[config.mk]
export PLATFORM = sky130hd
export DESIGN_NAME = multicycle_ctrl_flat
export DESIGN_NICKNAME = d
export VERILOG_FILES = /design/src/rtl/multicycle_ctrl_if.sv /design/src/rtl/multicycle_ctrl.sv /design/src/flat_wrapper.sv
export SDC_FILE = /design/constraint.sdc
export NUM_CORES = 1
export LEC_CHECK = 0
export BUFFER_PORTS_ARGS = -buffer_cell sky130_fd_sc_hd__buf_2
export CAP_MARGIN = 20
export CORE_MARGIN = 1.5
export CORE_UTILIZATION = 36
export CTS_BUF_LIST = sky130_fd_sc_hd__clkbuf_2 sky130_fd_sc_hd__clkbuf_4 sky130_fd_sc_hd__clkbuf_8
export DETAILED_ROUTE_END_ITERATION = 7
export PLACE_DENSITY = 0.7
export SLEW_MARGIN = 30
export SYNTH_ARGS = -nofsm -noshare
export SYNTH_HDL_FRONTEND = slang
export SYNTH_SLANG_ARGS = --single-unit
[constraint.sdc]
create_clock -name clk_i -period 1.9 [get_ports clk_i]
set_clock_uncertainty 0.2 [all_clocks]
set_input_delay 0.285 -clock clk_i [delete_from_list [all_inputs] [get_ports clk_i]]
set_output_delay 0.285 -clock clk_i [all_outputs]
set_load 0.05 [all_outputs]
[src/rtl/multicycle_ctrl_if.sv]
// ============================================================================
// Module      : multicycle_ctrl_if
// Description : Instruction/memory handshake and datapath-control bundle
//               between the multi-cycle controller and its environment.
// Revision    : 1.0 - initial release
// ============================================================================
`default_nettype none

interface multicycle_ctrl_if;
    logic [6:0] opcode;
    logic [2:0] funct3;
    logic       take_branch;
    logic       imem_ready;
    logic       dmem_ready;
    logic       imem_req;
    logic       ir_write;
    logic       branch;
    logic       alu_src_a;
    logic       alu_src_b;
    logic [1:0] alu_op;
    logic       dmem_req;
    logic       dmem_we;
    logic       reg_write;
    logic [1:0] wb_sel;
    logic       pc_write;
    logic [1:0] pc_src;
    logic [2:0] state;
    logic       illegal;

    modport master (
        output opcode, funct3, take_branch, imem_ready, dmem_ready,
        input  imem_req, ir_write, branch, alu_src_a, alu_src_b, alu_op,
               dmem_req, dmem_we, reg_write, wb_sel, pc_write, pc_src,
               state, illegal
    );

    modport slave (
        input  opcode, funct3, take_branch, imem_ready, dmem_ready,
        output imem_req, ir_write, branch, alu_src_a, alu_src_b, alu_op,
               dmem_req, dmem_we, reg_write, wb_sel, pc_write, pc_src,
               state, illegal
    );
endinterface

`default_nettype wire

[src/rtl/multicycle_ctrl.sv]
// ============================================================================
// Module      : multicycle_ctrl
// Description : FETCH/DECODE/EXEC/MEM/WB control FSM for a multi-cycle RV32I
//               datapath with a sticky illegal-instruction trap.
// Revision    : 1.0 - initial release
// ============================================================================
`default_nettype none

module multicycle_ctrl (
    input  wire logic          clk_i,
    input  wire logic          rst_n_i,
    multicycle_ctrl_if.slave   bus
);
    localparam logic [2:0] c_fetch  = 3'b000;
    localparam logic [2:0] c_decode = 3'b001;
    localparam logic [2:0] c_exec   = 3'b010;
    localparam logic [2:0] c_mem    = 3'b011;
    localparam logic [2:0] c_wb     = 3'b100;
    localparam logic [2:0] c_trap   = 3'b101;

    localparam logic [6:0] c_op_lui    = 7'b0110111;
    localparam logic [6:0] c_op_auipc  = 7'b0010111;
    localparam logic [6:0] c_op_jal    = 7'b1101111;
    localparam logic [6:0] c_op_jalr   = 7'b1100111;
    localparam logic [6:0] c_op_branch = 7'b1100011;
    localparam logic [6:0] c_op_load   = 7'b0000011;
    localparam logic [6:0] c_op_store  = 7'b0100011;
    localparam logic [6:0] c_op_imm    = 7'b0010011;
    localparam logic [6:0] c_op_reg    = 7'b0110011;
    localparam logic [6:0] c_op_fence  = 7'b0001111;

    logic [2:0] r_state;
    logic [2:0] w_next_state;
    logic       r_illegal;
    logic       w_legal;
    logic       w_is_store;

    logic       w_alu_src_a_dec;
    logic       w_alu_src_b_dec;
    logic [1:0] w_alu_op_dec;

    logic       w_imem_req, w_ir_write, w_branch, w_alu_src_a, w_alu_src_b;
    logic [1:0] w_alu_op, w_wb_sel, w_pc_src;
    logic       w_dmem_req, w_dmem_we, w_reg_write, w_pc_write;

    assign w_is_store = (bus.opcode == c_op_store);

    always_comb begin
        w_legal = 1'b0;
        case (bus.opcode)
            c_op_lui, c_op_auipc, c_op_jal, c_op_jalr, c_op_load,
            c_op_store, c_op_imm, c_op_reg, c_op_fence: w_legal = 1'b1;
            c_op_branch: w_legal = !((bus.funct3 == 3'b010) || (bus.funct3 == 3'b011));
            default:     w_legal = 1'b0;
        endcase
    end

    // ALU steering chosen in EXEC and held through MEM/WB so the result stays stable
    always_comb begin
        w_alu_src_a_dec = 1'b0;
        w_alu_src_b_dec = 1'b0;
        w_alu_op_dec    = 2'b00;
        case (bus.opcode)
            c_op_lui:                begin w_alu_op_dec = 2'b11; w_alu_src_b_dec = 1'b1; end
            c_op_auipc:              begin w_alu_src_a_dec = 1'b1; w_alu_src_b_dec = 1'b1; end
            c_op_jal, c_op_jalr,
            c_op_load, c_op_store:   w_alu_src_b_dec = 1'b1;
            c_op_branch:             w_alu_op_dec = 2'b01;
            c_op_imm:                begin w_alu_op_dec = 2'b10; w_alu_src_b_dec = 1'b1; end
            c_op_reg:                w_alu_op_dec = 2'b10;
            default:                 ;
        endcase
    end

    always_ff @(posedge clk_i or negedge rst_n_i) begin
        if (!rst_n_i) begin
            r_state   <= c_fetch;
            r_illegal <= 1'b0;
        end else begin
            r_state <= w_next_state;
            if (w_next_state == c_trap) begin
                r_illegal <= 1'b1;
            end
        end
    end

    always_comb begin
        w_next_state = r_state;
        case (r_state)
            c_fetch:  w_next_state = bus.imem_ready ? c_decode : c_fetch;
            c_decode: w_next_state = w_legal ? c_exec : c_trap;
            c_exec: begin
                case (bus.opcode)
                    c_op_branch, c_op_fence: w_next_state = c_fetch;
                    c_op_load, c_op_store:   w_next_state = c_mem;
                    default:                 w_next_state = c_wb;
                endcase
            end
            c_mem: begin
                if (bus.dmem_ready) begin
                    w_next_state = w_is_store ? c_fetch : c_wb;
                end
            end
            c_wb:     w_next_state = c_fetch;
            c_trap:   w_next_state = c_trap;
            default:  w_next_state = c_trap;
        endcase
    end

    always_comb begin
        w_imem_req  = 1'b0;
        w_ir_write  = 1'b0;
        w_branch    = 1'b0;
        w_alu_src_a = 1'b0;
        w_alu_src_b = 1'b0;
        w_alu_op    = 2'b00;
        w_dmem_req  = 1'b0;
        w_dmem_we   = 1'b0;
        w_reg_write = 1'b0;
        w_wb_sel    = 2'b00;
        w_pc_write  = 1'b0;
        w_pc_src    = 2'b00;
        case (r_state)
            c_fetch: begin
                w_imem_req = 1'b1;
                w_ir_write = bus.imem_ready;
            end
            c_exec: begin
                w_alu_src_a = w_alu_src_a_dec;
                w_alu_src_b = w_alu_src_b_dec;
                w_alu_op    = w_alu_op_dec;
                if (bus.opcode == c_op_branch) begin
                    w_branch   = 1'b1;
                    w_pc_write = 1'b1;
                    w_pc_src   = bus.take_branch ? 2'b01 : 2'b00;
                end else if (bus.opcode == c_op_fence) begin
                    w_pc_write = 1'b1;
                end
            end
            c_mem: begin
                w_alu_src_a = w_alu_src_a_dec;
                w_alu_src_b = w_alu_src_b_dec;
                w_alu_op    = w_alu_op_dec;
                w_dmem_req  = 1'b1;
                w_dmem_we   = w_is_store;
                w_pc_write  = w_is_store && bus.dmem_ready;
            end
            c_wb: begin
                w_alu_src_a = w_alu_src_a_dec;
                w_alu_src_b = w_alu_src_b_dec;
                w_alu_op    = w_alu_op_dec;
                w_reg_write = 1'b1;
                w_pc_write  = 1'b1;
                if (bus.opcode == c_op_load) begin
                    w_wb_sel = 2'b01;
                end else if ((bus.opcode == c_op_jal) || (bus.opcode == c_op_jalr)) begin
                    w_wb_sel = 2'b10;
                end
                if (bus.opcode == c_op_jal) begin
                    w_pc_src = 2'b01;
                end else if (bus.opcode == c_op_jalr) begin
                    w_pc_src = 2'b10;
                end
            end
            default: ;
        endcase
    end

    // Reset gates the decoded strobes directly so they fall without waiting for an edge
    assign bus.imem_req  = rst_n_i & w_imem_req;
    assign bus.ir_write  = rst_n_i & w_ir_write;
    assign bus.branch    = rst_n_i & w_branch;
    assign bus.alu_src_a = rst_n_i & w_alu_src_a;
    assign bus.alu_src_b = rst_n_i & w_alu_src_b;
    assign bus.alu_op    = {2{rst_n_i}} & w_alu_op;
    assign bus.dmem_req  = rst_n_i & w_dmem_req;
    assign bus.dmem_we   = rst_n_i & w_dmem_we;
    assign bus.reg_write = rst_n_i & w_reg_write;
    assign bus.wb_sel    = {2{rst_n_i}} & w_wb_sel;
    assign bus.pc_write  = rst_n_i & w_pc_write;
    assign bus.pc_src    = {2{rst_n_i}} & w_pc_src;
    assign bus.state     = r_state;
    assign bus.illegal   = r_illegal;
endmodule

`default_nettype wire

[src/flat_wrapper.sv]
// flat-port wrapper written by rule: the top's interface ports become plain ports
module multicycle_ctrl_flat 
  (clk_i, rst_n_i, bus_opcode, bus_funct3, bus_take_branch, bus_imem_ready, bus_dmem_ready, bus_imem_req, bus_ir_write, bus_branch, bus_alu_src_a, bus_alu_src_b, bus_alu_op, bus_dmem_req, bus_dmem_we, bus_reg_write, bus_wb_sel, bus_pc_write, bus_pc_src, bus_state, bus_illegal);
  multicycle_ctrl_if bus_i ();
  input  wire logic clk_i;
  input  wire logic rst_n_i;
  input wire logic [$bits(bus_i.opcode)-1:0] bus_opcode;
  input wire logic [$bits(bus_i.funct3)-1:0] bus_funct3;
  input wire logic [$bits(bus_i.take_branch)-1:0] bus_take_branch;
  input wire logic [$bits(bus_i.imem_ready)-1:0] bus_imem_ready;
  input wire logic [$bits(bus_i.dmem_ready)-1:0] bus_dmem_ready;
  output wire logic [$bits(bus_i.imem_req)-1:0] bus_imem_req;
  output wire logic [$bits(bus_i.ir_write)-1:0] bus_ir_write;
  output wire logic [$bits(bus_i.branch)-1:0] bus_branch;
  output wire logic [$bits(bus_i.alu_src_a)-1:0] bus_alu_src_a;
  output wire logic [$bits(bus_i.alu_src_b)-1:0] bus_alu_src_b;
  output wire logic [$bits(bus_i.alu_op)-1:0] bus_alu_op;
  output wire logic [$bits(bus_i.dmem_req)-1:0] bus_dmem_req;
  output wire logic [$bits(bus_i.dmem_we)-1:0] bus_dmem_we;
  output wire logic [$bits(bus_i.reg_write)-1:0] bus_reg_write;
  output wire logic [$bits(bus_i.wb_sel)-1:0] bus_wb_sel;
  output wire logic [$bits(bus_i.pc_write)-1:0] bus_pc_write;
  output wire logic [$bits(bus_i.pc_src)-1:0] bus_pc_src;
  output wire logic [$bits(bus_i.state)-1:0] bus_state;
  output wire logic [$bits(bus_i.illegal)-1:0] bus_illegal;
  assign bus_i.opcode = bus_opcode;
  assign bus_i.funct3 = bus_funct3;
  assign bus_i.take_branch = bus_take_branch;
  assign bus_i.imem_ready = bus_imem_ready;
  assign bus_i.dmem_ready = bus_dmem_ready;
  assign bus_imem_req = bus_i.imem_req;
  assign bus_ir_write = bus_i.ir_write;
  assign bus_branch = bus_i.branch;
  assign bus_alu_src_a = bus_i.alu_src_a;
  assign bus_alu_src_b = bus_i.alu_src_b;
  assign bus_alu_op = bus_i.alu_op;
  assign bus_dmem_req = bus_i.dmem_req;
  assign bus_dmem_we = bus_i.dmem_we;
  assign bus_reg_write = bus_i.reg_write;
  assign bus_wb_sel = bus_i.wb_sel;
  assign bus_pc_write = bus_i.pc_write;
  assign bus_pc_src = bus_i.pc_src;
  assign bus_state = bus_i.state;
  assign bus_illegal = bus_i.illegal;
  multicycle_ctrl u_core (.clk_i(clk_i), .rst_n_i(rst_n_i), .bus(bus_i));
endmodule
== Word-level counts from Yosys, hierarchy flattened ==
Index checks and enable logic that the tools add are counted.

* Flip-flop bits (word level): 4
* Bits of input ports: 15

* Equal/unequal tests: 17
* Mux-type cells: 31
* Bitwise operators: 12
* Reduce and logical (&&, ||, !) cells: 11

{| class="wikitable"
|+ Operators with widths
! operator !! count
|-
| equality test 7 x 6 -> 1 bit, second input constant || 3
|-
| equality test 7 bit, second input constant || 3
|-
| 2-to-1 mux 1 bit || 15
|-
| case mux 3 bit (5 select lines) || 1
|-
| equality test 7 x 5 -> 1 bit, second input constant || 2
|-
| 2-to-1 mux 2 bit || 7
|-
| equality test 3 x 2 -> 1 bit, second input constant || 4
|-
| bitwise AND 1 bit || 9
|-
| 2-to-1 mux 3 bit || 3
|-
| OR reduction 9 bit || 1
|-
| equality test 7 x 2 -> 1 bit, second input constant || 1
|-
| equality test 7 x 4 -> 1 bit, second input constant || 1
|-
| OR reduction 7 bit || 1
|-
| bitwise AND 2 bit || 3
|-
| equality test 3 bit, second input constant || 2
|-
| case mux 2 bit (3 select lines) || 1
|-
| case mux 3 bit (2 select lines) || 1
|-
| OR reduction 2 bit || 3
|-
| case mux 2 bit (2 select lines) || 1
|-
| equality test 3 x 1 -> 1 bit, second input constant || 1
|-
| zero test 3 bit || 1
|-
| case mux 1 bit (3 select lines) || 1
|-
| OR reduction 3 bit || 1
|-
| logical OR 1 bit || 2
|-
| other kinds (3) || 3
|}

== Longest topological paths before layout ==
* Depth in word-level cells: 7
* Depth in mapped cells: 6
* Depth with buffers taken out: 5

== Least setup slack after synthesis ==
OpenSTA, ideal clock, no wires.

* Path type: register to output
* From: register u_core.r_state[1] (netlist: u_core.bus.state[1])
* To: output bus_alu_op[0]
* Arrival time: 2.959 ns
* Required time: 1.415 ns
* Slack: -1.544 ns
* Stages on the path, launching flop included: 5
* Path buffers: 0
* Cells stage by stage: dfrtp_1 -> and2b_4 -> a21oi_1 -> or3b_1 -> nor4_1

* Word-level cells in the longest chain between the ends: 4
* Elaborated cells on any way between the ends: 6

{| class="wikitable"
|+ Ends and longest elaborated chain
! what !! RTL line !! source
|-
| start: declaration || multicycle_ctrl.sv:32 || <nowiki>logic [2:0] r_state;</nowiki>
|-
| start signal: assignment || multicycle_ctrl.sv:77 || <nowiki>r_state <= c_fetch;</nowiki>
|-
| start signal: assignment || multicycle_ctrl.sv:80 || <nowiki>r_state <= w_next_state;</nowiki>
|-
| equality test 3 x 2 -> 1 bit / equality test 3 bit (equally long branches) || multicycle_ctrl.sv:123 || <nowiki>case (r_state)</nowiki>
|-
| OR reduction 3 bit (no line) (*) || -- ||
|-
| 2-to-1 mux 2 bit (*) || multicycle_ctrl.sv:123 ||
|-
| bitwise AND 2 bit (*) || multicycle_ctrl.sv:175 || <nowiki>assign bus.alu_op = {2{rst_n_i}} & w_alu_op;</nowiki>
|-
| end: declaration || flat_wrapper.sv:17 || <nowiki>output wire logic [$bits(bus_i.alu_op)-1:0] bus_alu_op;</nowiki>
|}

Mark *: on every way between the ends. The rest lies on a longest branch, timed or not.

== Worst setup path in the final report ==
* From: register u_core.r_state[2] (netlist: u_core.bus.state[2])
* To: output bus_alu_src_a

* Word-level cells in the longest chain between the ends: 4
* Elaborated cells on any way between the ends: 6

{| class="wikitable"
|+ Ends and longest elaborated chain
! what !! RTL line !! source
|-
| equality test 3 x 2 -> 1 bit / equality test 3 bit (equally long branches) || multicycle_ctrl.sv:123 ||
|-
| OR reduction 3 bit (no line) (*) || -- ||
|-
| 2-to-1 mux 1 bit (*) || multicycle_ctrl.sv:123 ||
|-
| bitwise AND 1 bit (*) || multicycle_ctrl.sv:173 || <nowiki>assign bus.alu_src_a = rst_n_i & w_alu_src_a;</nowiki>
|-
| end: declaration || flat_wrapper.sv:15 || <nowiki>output wire logic [$bits(bus_i.alu_src_a)-1:0] bus_alu_src_a;</nowiki>
|}

Marks and branches as above.

==> flow_summary.ini <==
[outcome]
outcome = complete, but fails checks
violations = negative setup slack

[worst_setup_path]
reg2reg_depth = 8
required_ns = 1.41
crit_end = bus_alu_src_a
critPathLaunchType = register
cp.arrival_ns = 1.95
r2r_start = u_core.bus.state[1]
endpoint_kind = primary output
crit_start = u_core.bus.state[2]
rr_endpoint = u_core.bus.state[1]
reg2reg_slack_ns = 0.02
crit_type = reg -> out
critPathMaxFanout = 2

[detailed_routing]
vias = 991
first_pass_iters = 4
avgViaCountPerCell = 5.76
drtAntennaViolNets = 0
drc = 0
wl_per_cell_um = 17.7
routed_wl_um = 3040
first_iter_violations = 19

[grt]
grt_use_total_pct = 33.5
grt_remaining_overflow = 0
grt_pass1_vias = 977
grt_max_degree = 13
grt_pass1_wl_um = 4680
grt_antenna_before_repair = 0

[floorplan]
initial_core_util_pct = 39.3
die-area_um2 = 1920
die_h_um = 43.8
rows = 14
design.core.area_um2 = 1520
die_w_um = 43.8
ios = 34

[logic_synthesis]
syn_area_per_cell_um2 = 6.81
ys_ff_latch = 4
synth_edf_count = 0
synthDistinctLibCells = 38
syn_inst = 88
async_flop_share_pct = 100
synthFlopType = dfrtp_1
syn_nets = 103
seq_area_frac_synth_pct = 16.7
yosysWarningCount = 0
synth_area_um2 = 599

[timing]
layout_setup_ws_ns = -0.531
worstMarginPinSlew_ns = 0.358
fmax_mhz = 411
hold_viol_final = 0
finalSetupTns_ns = -4.41
whs_ns = 0.215
slew_headroom_pct = 75.5
rsz0062_at_grt = true
finalCritPeriodShare_pct = 128
min_period_ns = 2.43
finalSetupViolCount = 15
slew_viol_final = 0

[power_and_ir_drop]
power.total_mw = 0.342
p_per_area_nw_per_um2 = 252
power_leakage_nw = 0.602
ir_worst_vdd_uv = 475

[placement]
dp_hpwl_um = 1760
place_inst = 157
port_buffers = 32
gp_congestion = 0.841

[clock_tree]
path_clk_slew_ns = 0.06
cts.path.max_buffers = 2
insertion_delay_ns = 0.27
numCtsBuffers = 3
root_buffer = clkbuf_4
cts_tree = built
htree_levels = 1
cts_sinks = 4

[final_layout]
antennaDiodeCount = 0
synthToLayoutAreaGrowth_pct = 127
finalNonFillerCells = 172
drive_gt1_share_pct = 65.4
fin_nets = 172

[run]
cap_violations = 0

[hold_path]
holdCritPathClass = in -> reg
[cell usage in the layout (no fill, tap or decap), types with 2 or more instances in the layout]
| cell | synthesis | layout |
|---|---|---|
| a21oi_2 | 1 | 2 |
| a21oi_1 | 9 | 7 |
| a2bb2oi_1 | 2 | 2 |
| nor2b_1 | 4 | 2 |
| buf_2 | 2 | 17 |
| nand2_1 | 9 | 7 |
| buf_4 | 0 | 32 |
| nand2b_1 | 3 | 3 |
| inv_1 | 5 | 5 |
| nor2_1 | 7 | 4 |
| buf_8 | 0 | 5 |
| nand3_1 | 5 | 3 |
| clkbuf_4 | 0 | 4 |
| nor4_4 | 0 | 2 |
| nor3_4 | 0 | 3 |
| nor2_4 | 0 | 3 |
| and2_4 | 0 | 3 |
| nand4_1 | 2 | 2 |
| nor2b_4 | 0 | 2 |
| buf_6 | 0 | 14 |
| dfrtp_2 | 0 | 2 |
[cells by family after synthesis]
group / synth area share, %
AO/OA/AOI/OAI: 28.2
AND/OR/NAND/NOR: 48.4
buffers and inverters: 6.68
flip-flops: 16.7
[sequential cells by signal, indices dropped and copies added, names as in the netlist]
register / flops
u_core.bus.state: 3
u_core.bus.illegal: 1
[through the flow]
step                setup WS (ns)  instance area (um2)  util (%)
finish                     -0.531                 1360      89.1
global route               -0.572                 1360      89.1
CTS                        -0.480                 1320      86.9
detailed placement         -0.314                 1080      70.9
global placement           -0.289                 1080      70.9
floorplan                  -0.588                  731         -
[synth_stat cells, drive strengths merged (2+ instances only)]
cell      n  area share (%)
a21oi    10             9.0
nand2     9             5.6
nor2      8             5.4
inv       5             3.1
nand3     5             4.2
dfrtp     4              17
nor2b     4             4.2
nor3      4             4.2
and2      3             3.1
clkbuf    3             1.9
nand2b    3             3.1
a2bb2oi   2             2.9
and2b     2             2.9
buf       2             1.7
nand4     2             2.1
nor4      2             2.1
o21ai     2             1.7
o41ai     2             4.2
or3b      2             2.9
[where the power goes]
part	internal [mW]	total (mW)	switching, mW
Clock	0.0946	0.154	0.0597
Sequential	0.0853	0.0853	0
Combinational	0.0469	0.102	0.0549
Total	0.227	0.342	0.115
[routing by layer]
layer / vias up / global-route usage (%) / wire length, um
li1: 457 / - / -
met1: 476 / 34.1 / 1130
met2: 48 / 63.5 / 1620
met3: 10 / 7.92 / 187
met4: 0 / 14.5 / 95
met5: - / 0 / 0
[critical path: stages (launching register included)]
cell	delay [ns]
dfrtp_2	0.43
and2b_4	0.26
a21oi_2	0.03
or3b_4	0.38
or2_4	0.26
nor3_4	0.13
buf_6	0.18
[final cells by class]
class / count / area, um2
multi-input combinational: 74 / 614
timing repair buffer: 69 / 568
fill: 76 / 166
sequential: 4 / 106
clock buffer: 4 / 30.0
tap: 16 / 20.0
inverter: 5 / 18.8
[worst min-delay path by stage]
stage          depth (start not counted)  slack, ns             endpoint            from
3_5_place_dp                           2       0.01  u_core.bus.state[1]         rst_n_i
2_1_floorplan                          0      -0.21   u_core.bus.illegal         rst_n_i
3_3_place_gp                           2       0.01  u_core.bus.state[1]         rst_n_i
5_1_grt                                5       0.25  u_core.bus.state[0]  bus_imem_ready
6_report                               5       0.21  u_core.bus.state[0]  bus_imem_ready
4_1_cts                                5       0.21  u_core.bus.state[0]  bus_imem_ready
[timing repair]
item	4_1_cts	5_1_grt
pin swaps	9	3
buffers inserted	6	6
hold endpoints to repair	4	0
gates resized for setup	46	4
cloned	0	0
endpoints found under the setup margin	15	15
hold buffers	1	0
Note: power is estimated with default switching activity, not from simulation.
